**src/rtl/cordic_bus_pkg.sv**
```systemverilog
// Shared address map and bit positions for the CORDIC bus slave.
// Pure declarations, no logic.
// Imported by the register file and the interrupt controller.
package cordic_bus_pkg;

    // Host word addresses of the register map
    typedef enum int unsigned {
        c_ADDR_X_IN   = 0,
        c_ADDR_Y_IN   = 1,
        c_ADDR_Z_IN   = 2,
        c_ADDR_CTRL   = 3,
        c_ADDR_X_RES  = 4,
        c_ADDR_Y_RES  = 5,
        c_ADDR_Z_RES  = 6,
        c_ADDR_IRQ_ST = 7,
        c_ADDR_IRQ_EN = 8
    } cordic_addr_e;

    // Bit carrying pending in IRQ_STATUS and enable in IRQ_ENABLE
    localparam int c_IRQ_PENDING_BIT = 0;

endpackage

```
**src/rtl/cordic_irq_ctrl.sv**
```systemverilog
// Interrupt edge detection, pending/enable state and the registered irq line.
// captureStrobe is combinational in the edge cycle; pending N+1, irq N+2.
// No backpressure: a clear in the same cycle as a new edge loses to the set.
module cordic_irq_ctrl (
    input  logic clk,
    input  logic rst,
    input  logic interrupt,
    input  logic statusWrEn,
    input  logic statusWrData,
    input  logic enableWrEn,
    input  logic enableWrData,
    output logic captureStrobe,
    output logic pending,
    output logic enable,
    output logic irq
);

    logic int_prev_q;
    logic pending_q, pending_d;
    logic enable_q;
    logic irq_q;

    assign captureStrobe = interrupt & ~int_prev_q;

    // Set on a rising edge; write-1-to-clear only takes effect without a concurrent edge
    always_comb begin
        pending_d = pending_q;
        if (statusWrEn && statusWrData) begin
            pending_d = 1'b0;
        end
        if (captureStrobe) begin
            pending_d = 1'b1;
        end
    end

    // Edge history, pending/enable state and the registered irq request
    always_ff @(posedge clk) begin
        if (rst) begin
            int_prev_q <= 1'b0;
            pending_q  <= 1'b0;
            enable_q   <= 1'b0;
            irq_q      <= 1'b0;
        end else begin
            int_prev_q <= interrupt;
            pending_q  <= pending_d;
            if (enableWrEn) begin
                enable_q <= enableWrData;
            end
            irq_q <= pending_q & enable_q;
        end
    end

    assign pending = pending_q;
    assign enable  = enable_q;
    assign irq     = irq_q;

endmodule

```
**src/rtl/cordic_bus_slave.sv**
```systemverilog
// Host register slave feeding operands/control to the CORDIC controller and returning results.
// Writes visible next cycle; reads return data one cycle after busRdEn.
// No backpressure: every strobe is accepted in the cycle it is presented.
module cordic_bus_slave
    import cordic_bus_pkg::*;
#(
    parameter int p_WIDTH      = 32,
    parameter int p_ADDR_WIDTH = 4
) (
    input  logic                      clk,
    input  logic                      rst,
    input  logic [p_ADDR_WIDTH-1:0]   busAddr,
    input  logic                      busWrEn,
    input  logic [p_WIDTH-1:0]        busWrData,
    input  logic                      busRdEn,
    output logic [p_WIDTH-1:0]        busRdData,
    output logic                      busRdValid,
    output logic                      busRdErr,
    output logic                      irq,
    output logic signed [p_WIDTH-1:0] xInput,
    output logic signed [p_WIDTH-1:0] yInput,
    output logic signed [p_WIDTH-1:0] zInput,
    output logic [p_WIDTH-1:0]        controlRegisterInput,
    input  logic signed [p_WIDTH-1:0] xResult,
    input  logic signed [p_WIDTH-1:0] yResult,
    input  logic signed [p_WIDTH-1:0] zResult,
    input  logic [p_WIDTH-1:0]        controlRegisterOutput,
    input  logic [p_WIDTH-1:0]        controlRegisterMask,
    input  logic                      interrupt
);

    logic [31:0]        addr;
    logic [p_WIDTH-1:0] x_q, y_q, z_q;
    logic [p_WIDTH-1:0] ctrl_q, ctrl_d, ctrl_base;
    logic [p_WIDTH-1:0] xres_q, yres_q, zres_q;
    logic [p_WIDTH-1:0] rd_data_q, rd_data_d;
    logic               rd_vld_q, rd_err_q, rd_err_d;
    logic               wr_x, wr_y, wr_z, wr_ctrl, wr_irq_st, wr_irq_en;
    logic               capture_strobe, pending, enable;

    assign addr = 32'(busAddr);

    // Write decode; read-only and unmapped addresses simply match nothing
    always_comb begin
        wr_x      = busWrEn && (addr == c_ADDR_X_IN);
        wr_y      = busWrEn && (addr == c_ADDR_Y_IN);
        wr_z      = busWrEn && (addr == c_ADDR_Z_IN);
        wr_ctrl   = busWrEn && (addr == c_ADDR_CTRL);
        wr_irq_st = busWrEn && (addr == c_ADDR_IRQ_ST);
        wr_irq_en = busWrEn && (addr == c_ADDR_IRQ_EN);
    end

    // Controller-owned bits always follow the controller; host only reaches unmasked bits
    always_comb begin
        ctrl_base = wr_ctrl ? busWrData : ctrl_q;
        ctrl_d    = (ctrl_base & ~controlRegisterMask)
                  | (controlRegisterOutput & controlRegisterMask);
    end

    // Read mux sees pre-edge state, so same-cycle writes/captures are not visible
    always_comb begin
        rd_data_d = '0;
        rd_err_d  = 1'b0;
        case (addr)
            c_ADDR_X_IN:   rd_data_d = x_q;
            c_ADDR_Y_IN:   rd_data_d = y_q;
            c_ADDR_Z_IN:   rd_data_d = z_q;
            c_ADDR_CTRL:   rd_data_d = ctrl_q;
            c_ADDR_X_RES:  rd_data_d = xres_q;
            c_ADDR_Y_RES:  rd_data_d = yres_q;
            c_ADDR_Z_RES:  rd_data_d = zres_q;
            c_ADDR_IRQ_ST: rd_data_d = {{(p_WIDTH-1){1'b0}}, pending};
            c_ADDR_IRQ_EN: rd_data_d = {{(p_WIDTH-1){1'b0}}, enable};
            default:       rd_err_d  = 1'b1;
        endcase
    end

    cordic_irq_ctrl u_irq (
        .clk           (clk),
        .rst           (rst),
        .interrupt     (interrupt),
        .statusWrEn    (wr_irq_st),
        .statusWrData  (busWrData[c_IRQ_PENDING_BIT]),
        .enableWrEn    (wr_irq_en),
        .enableWrData  (busWrData[c_IRQ_PENDING_BIT]),
        .captureStrobe (capture_strobe),
        .pending       (pending),
        .enable        (enable),
        .irq           (irq)
    );

    // Operand, control and result-snapshot registers
    always_ff @(posedge clk) begin
        if (rst) begin
            x_q    <= '0;
            y_q    <= '0;
            z_q    <= '0;
            ctrl_q <= '0;
            xres_q <= '0;
            yres_q <= '0;
            zres_q <= '0;
        end else begin
            if (wr_x) x_q <= busWrData;
            if (wr_y) y_q <= busWrData;
            if (wr_z) z_q <= busWrData;
            ctrl_q <= ctrl_d;
            if (capture_strobe) begin
                xres_q <= xResult;
                yres_q <= yResult;
                zres_q <= zResult;
            end
        end
    end

    // Read response: one-cycle valid pulse, data held between reads
    always_ff @(posedge clk) begin
        if (rst) begin
            rd_data_q <= '0;
            rd_vld_q  <= 1'b0;
            rd_err_q  <= 1'b0;
        end else begin
            rd_vld_q <= busRdEn;
            rd_err_q <= busRdEn & rd_err_d;
            if (busRdEn) begin
                rd_data_q <= rd_data_d;
            end
        end
    end

    assign xInput               = x_q;
    assign yInput               = y_q;
    assign zInput               = z_q;
    assign controlRegisterInput = ctrl_q;
    assign busRdData            = rd_data_q;
    assign busRdValid           = rd_vld_q;
    assign busRdErr             = rd_err_q;

endmodule

```
**config.mk**
```make
export PLATFORM = sky130hd
export DESIGN_NAME = cordic_bus_slave
export DESIGN_NICKNAME = d
export VERILOG_FILES = /design/src/rtl/cordic_bus_pkg.sv /design/src/rtl/cordic_irq_ctrl.sv /design/src/rtl/cordic_bus_slave.sv
export SDC_FILE = /design/constraint.sdc
export NUM_CORES = 1
export LEC_CHECK = 0
export CORE_ASPECT_RATIO = 0.8
export CORE_MARGIN = 3
export CORE_UTILIZATION = 40
export DETAILED_ROUTE_END_ITERATION = 7
export DONT_BUFFER_PORTS = 1
export SLEW_MARGIN = 5
export SYNTH_ARGS = -nofsm -noshare
export SYNTH_HDL_FRONTEND = slang
export SYNTH_SLANG_ARGS = --single-unit
export TNS_END_PERCENT = 5
```
**constraint.sdc**
```tcl
create_clock -name clk -period 2.2 [get_ports clk]
set_input_delay 0.22 -clock clk [delete_from_list [all_inputs] [get_ports clk]]
set_output_delay 0.22 -clock clk [all_outputs]
set_load 0.01 [all_outputs]
```
==> results.md, run 1 <==
- Max VDD drop: around 0.58 mV
- Reg2reg end: yres_q[29]
- Post-DP HPWL: slightly above 30 mm
- CP max stage cell: dlygate4sd3_1
- Pin count of the biggest net entering global routing: about 130
- Most common flop cell mapped by yosys: dfxtp_1
- CTS buffer count: 27
- Port bufs: 0
- DRC Markers: 0
- Total grt overflow: 0
- Area growth syn-to-layout: 33.6%
- Inst Count DP: roughly 1,600
- Site Rows: 53
- Drt via density: roughly 5.9
- Endpoint class of the critical path: flip-flop
- Fin area: 14,900 um^2
- Initial DRC count: around 1,100
- Starting Density: about two fifths
- IO Pins: 364
- Vias: roughly 11,000
- Min Clock Period, post-route: between 2000 and 2500 ps
- Post-synthesis sequential area ratio: a little under half
- Post-DP Area: 11,400 um^2
- RSZ-0062 raised after global routing: false
- Die Y: 155 um
- CP Buf/Inv Count: 3
- DIE AREA: around 30,000 um^2
- Kind of start point of the critical path: primary input
- CP Max Fanout: 63
- Worst-skew pair later-pin latency: ~540 ps
- Worst reg2reg path startpoint: u_irq.int_prev_q
- Maximum capacitance violations: 0
- Crit path kind: in -> reg
- # fillers: approximately 2,500
- PwrDens: between 700 and 800 nW/um^2
- Worst hold margin: roughly 21 ps
- Wirelength per Cell: approximately 26 um
- Fin. max-slew vios: 0
- Placer Congestion: about 0.81
- Clk sinks: between 200 and 300
- Fin. Hold Viols: 0
- Synth warn: 0
- Register-to-Register Path Depth: 5
- Pleak: 5.80 nW
- Worst Skew: between 8 and 9 ps
- Final core utilization: between 50% and 60%
- Netlist Area Pre-Place: 11,100 um^2
- Hold Crit Class: in -> reg
- CP max stage delay: slightly below 600 ps
- Critical path's top delay family: buffers and inverters
- TritonCTS clock tree: built
- Flop-to-flop setup slack: ~270 ps
- EDFF count, synth: 0
- Critical Path RT: around 2600 ps
- Initial antenna violation count: 2
- Cells after synthesis: ~1,400
- Setup_tns: 0 ps
- First-pass GRT wire length: roughly 72 mm
- CP Depth: 7
- Share of layout cells above drive strength 1: 7.91%
- Tcrit/Tclk final: a little over nine tenths
- Total track usage: roughly a third
- Mean Syn Cell Area: 8.20 um^2
- Setup bufs post-CTS: 0
- ANT nets after route: 0
- Seq. cell area: 5250 um^2
- Critical Path Start: busAddr[2]
- CP cell instances: and4bb_2 > nand2_2 > buf_4 > a211oi_1 > dlygate4sd3_1 > nor3_1 > dlygate4sd3_1
- Slew headroom: between 40% and 50%
- Layout Nets: about 1,700
- Non-Filler Instances: approximately 1,900
- Max Fclk: roughly 0.47 GHz
- Syn_nets: around 1,600
- DIE WIDTH: 193 um
- Reg clk slew, reported paths: 60 ps
- CP arrival: around 2600 ps
- Netlist cell types: between 50 and 60
- Vias in the first global route: about 11,000
- Synth async-reset ratio: 0%
- Worst Tran Pin Value: between 800 and 900 ps
- Core area: ~27,000 um^2
- Multi-input gate area: ~5400 um^2
- # setup viols final: 0
- Root Driver: clkbuf_16
- CTS Buffer Depth: 3
- Status: complete, no violations
- Total wire length: slightly above 50 mm
- Crit path top cell by count: dlygate4sd3_1
- Synth Register Bits: around 260
- CTS H-Tree Depth: 1
- Pre-antenna DRT Iters: 6
[cells in the final DEF, fill, tap and decap left out, types with 4 or more instances in the layout]
cell and count:
nand2_1 394, dfxtp_1 262, dlygate4sd3_1 245, a21oi_1 204, a22oi_1 41, nor2b_1 39, nor3_1 36, a211oi_1 35
and3_1 34, clkbuf_16 27, mux2_2 25, buf_4 23, a22o_1 22, mux2i_1 18, a221oi_1 11, a222oi_1 10
nor2_1 10, o211ai_1 10, o21ai_0 10, nand3b_1 10, a21o_1 8, buf_12 7, o2bb2ai_1 6, clkinv_2 6
clkbuf_8 5, bufinv_16 5, o21ai_1 4, nand2_2 4
[layout make-up]
cell class / count / share of cell area [%]
repair buffers: 276 / 18.8
flip-flops and latches: 262 / 35.3
diodes: 1 / 0.0168
well taps: 357 / 3.00
multi-input cells: 979 / 36.5
clock inverters: 13 / 1.32
inverters: 2 / 0.0505
clock buffers: 35 / 5.08
[how the worst min path moves through the flow]
stage / startpoint / endpoint / slack (ps) / depth (start not counted)
after global routing: busAddr[0] / busRdData[29] / 30 / 2
after detailed placement: rst / zres_q[3] / 310 / 1
after floorplan: interrupt / u_irq.int_prev_q / 350 / 1
final: busAddr[0] / busRdData[29] / 20 / 3
after CTS: busAddr[2] / busRdData[4] / 7 / 3
after global placement: rst / zInput[7] / 310 / 1
[worst register-to-register path, cell delays in order (launching register included)]
cell           delay [ps]
dfxtp_1               330
nor2b_4               150
buf_4                 450
nand2_1               220
a21oi_1               170
dlygate4sd3_1         560
[cells in the mapped netlist, types with 6 or more instances]
cell type  instances  share of area (%)
nand3b_1          10               0.67
a222oi_1          10               0.90
a21oi_1          204                9.2
nor2_1            11               0.37
a221oi_1          11               0.87
a21o_1             8               0.54
a22oi_1           41                2.8
dfxtp_1          262                 47
clkbuf_1          76                2.6
o21ai_0           10               0.45
a22o_1            22                1.7
o2bb2ai_1          6               0.47
mux2_2            25                2.5
and3_1            34                1.9
a211oi_1          35                2.4
o211ai_1          10               0.67
nor2b_1           40                2.2
buf_2             24                1.1
mux2i_1           18                1.6
buf_1              8               0.27
nor3_1            36                1.6
nand2_1          398                 13
[metal layers]
layer	track usage, %	share of wire, %	vias to the layer above
met4	9.05	3.0	4
met2	51.5	45	666
met1	41.3	40	5493
met3	11.0	12	111
met5	0	0.067	-
li1	-	-	5141
[through the flow]
step	total power, W	setup slack [ps]
2_1_floorplan	0.00569	486
3_3_place_gp	0.00582	631
3_5_place_dp	0.00584	615
4_1_cts	0.0111	133
5_1_grt	0.0114	47.7
6_report	0.0111	73.3
[repair_timing]
| action | CTS | global route |
|---|---|---|
| hold buffers | 246 | 0 |
| gates resized for setup | 0 | 0 |
| hold endpoints to repair | 243 | 0 |
[cell families after synthesis]
logic type | count (synthesis) | synth area share, %
muxes | 44 | 4.35
DFF | 262 | 47.1
buffers and inverters | 117 | 4.55
and+or+nand+nor | 561 | 22.9
AOI/OAI and AO/OA | 374 | 21.1
[report_power, final]
group / internal, W / switching, W / leakage [nW]
registers: 0.00492 / 0.000185 / 2.14
clock network: 0.00300 / 0.00201 / 0.471
logic: 0.000511 / 0.000510 / 3.19
No activity file was read; power rests on OpenSTA's default activity.
==> run 2: changes to the inputs <==
--- a/config.mk
+++ b/config.mk
@@ -5,11 +5,14 @@
 export SDC_FILE = /design/constraint.sdc
 export NUM_CORES = 1
 export LEC_CHECK = 0
+export CELL_PAD_IN_SITES_DETAIL_PLACEMENT = 1
+export CELL_PAD_IN_SITES_GLOBAL_PLACEMENT = 2
 export CORE_ASPECT_RATIO = 0.8
 export CORE_MARGIN = 3
-export CORE_UTILIZATION = 40
+export CORE_UTILIZATION = 35
 export DETAILED_ROUTE_END_ITERATION = 7
 export DONT_BUFFER_PORTS = 1
+export PLACE_DENSITY_LB_ADDON = 0.1
 export SLEW_MARGIN = 5
 export SYNTH_ARGS = -nofsm -noshare
 export SYNTH_HDL_FRONTEND = slang
==> results.md, run 2 (synthesized netlist as in run 1, its figures left out) <==
- Worst Skew: 17.3 ps
- Setup_tns: 0 ps
- Core area: 30,900 um^2
- Port bufs: 0
- Flop-to-flop setup slack: between 150 and 200 ps
- Total track usage: between 30% and 40%
- Top layer in use: met4
- Hold Crit Class: in -> reg
- Tcrit/Tclk final: just over 90%
- Die Y: roughly 170 um
- Area growth syn-to-layout: 34.7%
- Worst Tran Pin Value: ~900 ps
- DIE WIDTH: approximately 210 um
- Slew headroom: 39.8%
- Max Fclk: between 0.4 and 0.5 GHz
- Drt via density: around 5.7
- Min Clock Period, post-route: between 2000 and 2500 ps
- CTS H-Tree Depth: 1
- Status: complete, no violations
- Initial DRC count: 770
- DRC Markers: 0
- Highest-count cells in the layout ignoring fill and taps: nand2_1, dfxtp_1, dlygate4sd3_1, a21oi_1, a22oi_1
- Hold path depth: 3
- Max VDD drop: 0.559 mV
- Layout Nets: ~1,800
- RSZ-0062 raised after global routing: false
- Pleak: around 5.8 nW
- ANT nets after route: 0
- Vias: 11,300
- Fin. max-slew vios: 0
- Worst reg2reg path startpoint: u_irq.int_prev_q
- Hold Crit Start: busAddr[0]
- Worst Hold Path EP: busRdData[29]
- Endpoint class of the critical path: flip-flop
- Met3 routed WL: between 4 and 5 mm
- Most common cell after layout, fill and taps aside: nand2_1
- Placer Congestion: 0.789
- Worst-skew pair later-pin latency: ~550 ps
- Root Driver: clkbuf_16
- # setup viols final: 0
- PwrDens: 753 nW/um^2
- IO Pins: between 300 and 400
- Crit path kind: in -> reg
- Pre-antenna DRT Iters: 6
- First-pass GRT wire length: just under 80 mm
- Share of layout cells above drive strength 1: around 8.3%
- Post-DP HPWL: approximately 34 mm
- Reg clk slew, reported paths: 70 ps
- DIE AREA: ~34,000 um^2
- Total grt overflow: 0
- Cts repair resizes: 0
- Reg2reg end: xres_q[20]
- Clk sinks: around 260
- CTS buffer count: 29
- WL met1: ~23 mm
- Initial antenna violation count: 4
- Kind of start point of the critical path: primary input
- Met2 WL: approximately 25 mm
- Fin. Hold Viols: 0
- Pin count of the biggest net entering global routing: 126
- Maximum capacitance violations: 0
- TritonCTS clock tree: built
- Wirelength per Cell: 27.4 um
- Vias in the first global route: 11,800
- Total wire length: 54.5 mm
- Critical Path RT: 2690 ps
- Site Rows: 57
- CP arrival: approximately 2500 ps
- Register-to-Register Path Depth: 5
- CTS Buffer Depth: 3
- Starting Density: between 30% and 40%
- CP Max Fanout: 63
- Worst hold margin: 26.2 ps
run 2: power by group:
part	switching (W)	internal (W)
Sequential	0.000188	0.00492
Clock	0.00211	0.00305
Combinational	0.000525	0.000512
Total	0.00282	0.00848
run 2: worst max-delay path, cell delays in order:
cell and delay [ps]:
and4bb_2 450, buf_4 310, and3_1 200, a211oi_1 50
dlygate4sd3_1 570, nor3_1 120, dlygate4sd3_1 560
run 2: worst max-delay path by stage:
stage,from,end,slack (ps),cells after the start
6_report,busAddr[2],flip-flop,150,7
4_1_cts,u_irq.int_prev_q,xres_q[20],200,5
5_1_grt,u_irq.int_prev_q,yres_q[19],20,5
2_1_floorplan,busAddr[2],busRdData[28],490,7
3_3_place_gp,busAddr[2],busRdData[25],520,5
3_5_place_dp,busAddr[2],busRdData[25],490,5
run 2: metal layers:
metal / track usage, % / vias up
met4: 8.57 / 0
met3: 8.05 / 85
li1: - / 5139
met2: 50.7 / 437
met1: 40.6 / 5684
met5: 0 / -
run 2: what timing repair did:
action / 4_1_cts / 5_1_grt
hold buffers: 242 / 0
setup buffers: 0 / 0
endpoints found under the hold margin: 243 / 0
run 2: metrics by stage:
step | worst slack [ps] | cell area (um^2) | power (W) | utilization [%] | instances
2_1_floorplan | 486 | 11100 | 0.00569 | - | 1358
3_3_place_gp | 522 | 11600 | 0.00585 | 37.5 | 1690
3_5_place_dp | 487 | 11600 | 0.00587 | 37.5 | 1690
4_1_cts | 201 | 15000 | 0.0113 | 48.6 | 1985
5_1_grt | 19.2 | 15000 | 0.0116 | 48.6 | 1989
6_report | 152 | 15000 | 0.0113 | 48.6 | 1989
run 2: final cells by class:
type / count / area [um^2]
inverter: 2 / 7.51
sequential: 262 / 5250
clock inverter: 13 / 170
timing repair buffer: 276 / 2810
multi-input combinational: 979 / 5430
antenna: 4 / 10.0
fill: 3604 / 15900
clock buffer: 40 / 817
tap: 413 / 517
==> run 3: changes to the inputs <==
--- a/config.mk
+++ b/config.mk
@@ -9,7 +9,7 @@
 export CELL_PAD_IN_SITES_GLOBAL_PLACEMENT = 2
 export CORE_ASPECT_RATIO = 0.8
 export CORE_MARGIN = 3
-export CORE_UTILIZATION = 35
+export CORE_UTILIZATION = 38
 export DETAILED_ROUTE_END_ITERATION = 7
 export DONT_BUFFER_PORTS = 1
 export PLACE_DENSITY_LB_ADDON = 0.1
==> constraint.sdc (replaced) <==
create_clock -name clk -period 2.5 [get_ports clk]
set_input_delay 0.25 -clock clk [delete_from_list [all_inputs] [get_ports clk]]
set_output_delay 0.25 -clock clk [all_outputs]
set_load 0.01 [all_outputs]
==> results.md, run 3 (synthesized netlist as in run 1, its figures left out) <==
- Status: complete, no violations
- Initial antenna violation count: 3
- Setup bufs post-CTS: 0
- Place WS: between 600 and 700 ps
- Area growth syn-to-layout: 32.8%
- Crit path top cell by count: dlygate4sd3_1
- Wirelength per Cell: approximately 27 um
- DIE WIDTH: 197 um
- Total wire length: about 53 mm
- Total track usage: approximately a third
- Post-DP HPWL: around 33 mm
- Starting Density: 39.0%
- Placer Congestion: 0.811
- Fin. Hold Viols: 0
- Die Y: 159 um
- CP arrival: approximately 2900 ps
- CP Buf/Inv Count: 3
- CP max stage delay: 740 ps
- Pin count of the biggest net entering global routing: 126
- Crit path kind: in -> reg
- Vias in the first global route: 11,700
- Setup ws final: roughly 80 ps
- Vias: around 11,000
- Root Driver: clkbuf_16
- CTS Buffer Depth: 3
- Initial DRC count: ~800
- Critical path's top delay family: buffers and inverters
- Critical Path RT: 2940 ps
- Layout Nets: 1,742
- Total power: roughly 0.0098 W
- Pre-antenna DRT Iters: 6
- Hold Crit Class: in -> reg
- Core area: 28,600 um^2
- Slew headroom: 35.9%
- CP max stage cell: and4bb_2
- Worst Tran Pin Value: 959 ps
- Reg clk slew, reported paths: roughly 60 ps
- CTS buffer count: 28
- Min Clock Period, post-route: between 2000 and 2500 ps
- Most common cell after layout, fill and taps aside: nand2_1
- Register-to-Register Path Depth: 5
- CTS H-Tree Depth: 1
- Endpoint class of the critical path: flip-flop
- TritonCTS clock tree: built
- Final core utilization: about half
- RSZ-0062 raised after global routing: false
- Max Fclk: about 0.41 GHz
- # fillers: about 3,300
- CP Depth: 7
- Kind of start point of the critical path: primary input
- Fin. max-slew vios: 0
- Highest-count cells in the layout ignoring fill and taps: nand2_1, dfxtp_1, dlygate4sd3_1, a21oi_1, a22oi_1
- Tcrit/Tclk final: approximately 97%
- First-pass GRT wire length: 76.8 mm
- CP cell instances: and4bb_2 > nand2_2 > buf_4 > a211oi_1 > dlygate4sd3_1 > nor3_1 > dlygate4sd3_1
- Pleak: ~5.7 nW
- Cts repair resizes: 0
- Share of layout cells above drive strength 1: roughly 7.8%
- Post-CTS Hold Buffers: around 240
- PwrDens: between 600 and 700 nW/um^2
- Hold path depth: 3
- CP Max Fanout: between 60 and 70
- Site Rows: 55
- Worst Skew: 10.1 ps
- Port bufs: 0
- DRC Markers: 0
- Total grt overflow: 0
- DIE AREA: between 30,000 and 40,000 um^2
- Max VDD drop: 0.615 mV
- Maximum capacitance violations: 0
- Worst-skew pair later-pin latency: about 550 ps
- IO Pins: between 300 and 400
- ANT nets after route: 0
- Setup_tns: 0 ps
- # setup viols final: 0
- Drt via density: slightly below 6
- Clk sinks: between 200 and 300
[run 3: changes by cell type in the layout (fill, tap and decap cells not counted), sizes merged]
cell and delta:
bufinv -1, dlygate4sd3 -5, diode -3, clkinv -6
clkinvlp -2, clkbuf +4, buf -3
[run 3: layer usage]
layer / share of wire, % / vias to the layer above / GRT usage [%]
met3: 8.5 / 96 / 9.52
met4: 3.3 / 4 / 9.97
met2: 46 / 473 / 52.1
li1: - / 5117 / -
met1: 42 / 5635 / 41.2
met5: 0.040 / - / 0
[run 3: through the flow]
stage,hold slack (ps),instance area (um^2),instances
after floorplan,378,11100,1358
after global placement,337,11400,1644
after detailed placement,340,11400,1644
after CTS,0.855,14800,1929
after global routing,10.5,14800,1930
final,17.3,14800,1930
[run 3: report_power, final]
part	internal [W]	leakage [nW]	total (W)	switching (W)
clock network	0.00265	0.469	0.00441	0.00176
registers	0.00433	2.14	0.00449	0.000166
logic	0.000438	3.10	0.000895	0.000457
total	0.00742	5.71	0.00980	0.00238
[run 3: cell type report]
| class | count | area, um^2 | area share (%) |
|---|---|---|---|
| flip-flops and latches | 262 | 5250 | 35.5 |
| diodes | 1 | 2.50 | 0.0169 |
| clock buffers | 44 | 862 | 5.83 |
| inverters | 2 | 7.51 | 0.0508 |
| clock inverters | 4 | 95.1 | 0.643 |
| multi-input cells | 979 | 5430 | 36.7 |
| repair buffers | 268 | 2690 | 18.2 |
| well taps | 370 | 463 | 3.13 |
[run 3: worst paths after layout]
check          startpoint             to  slack [ps]
max            busAddr[2]      flip-flop          80
min reg2reg    xres_q[14]     xres_q[14]         460
max reg2reg  busRdData[0]   busRdData[0]         410
min          busWrData[0]  u_irq.pending          20
[run 3: worst reg2reg max path: stages, from the launching register on]
cell	delay, ps
dfxtp_1	400
inv_1	90
o21ai_0	60
dlygate4sd3_1	580
o31a_1	290
dlygate4sd3_1	560
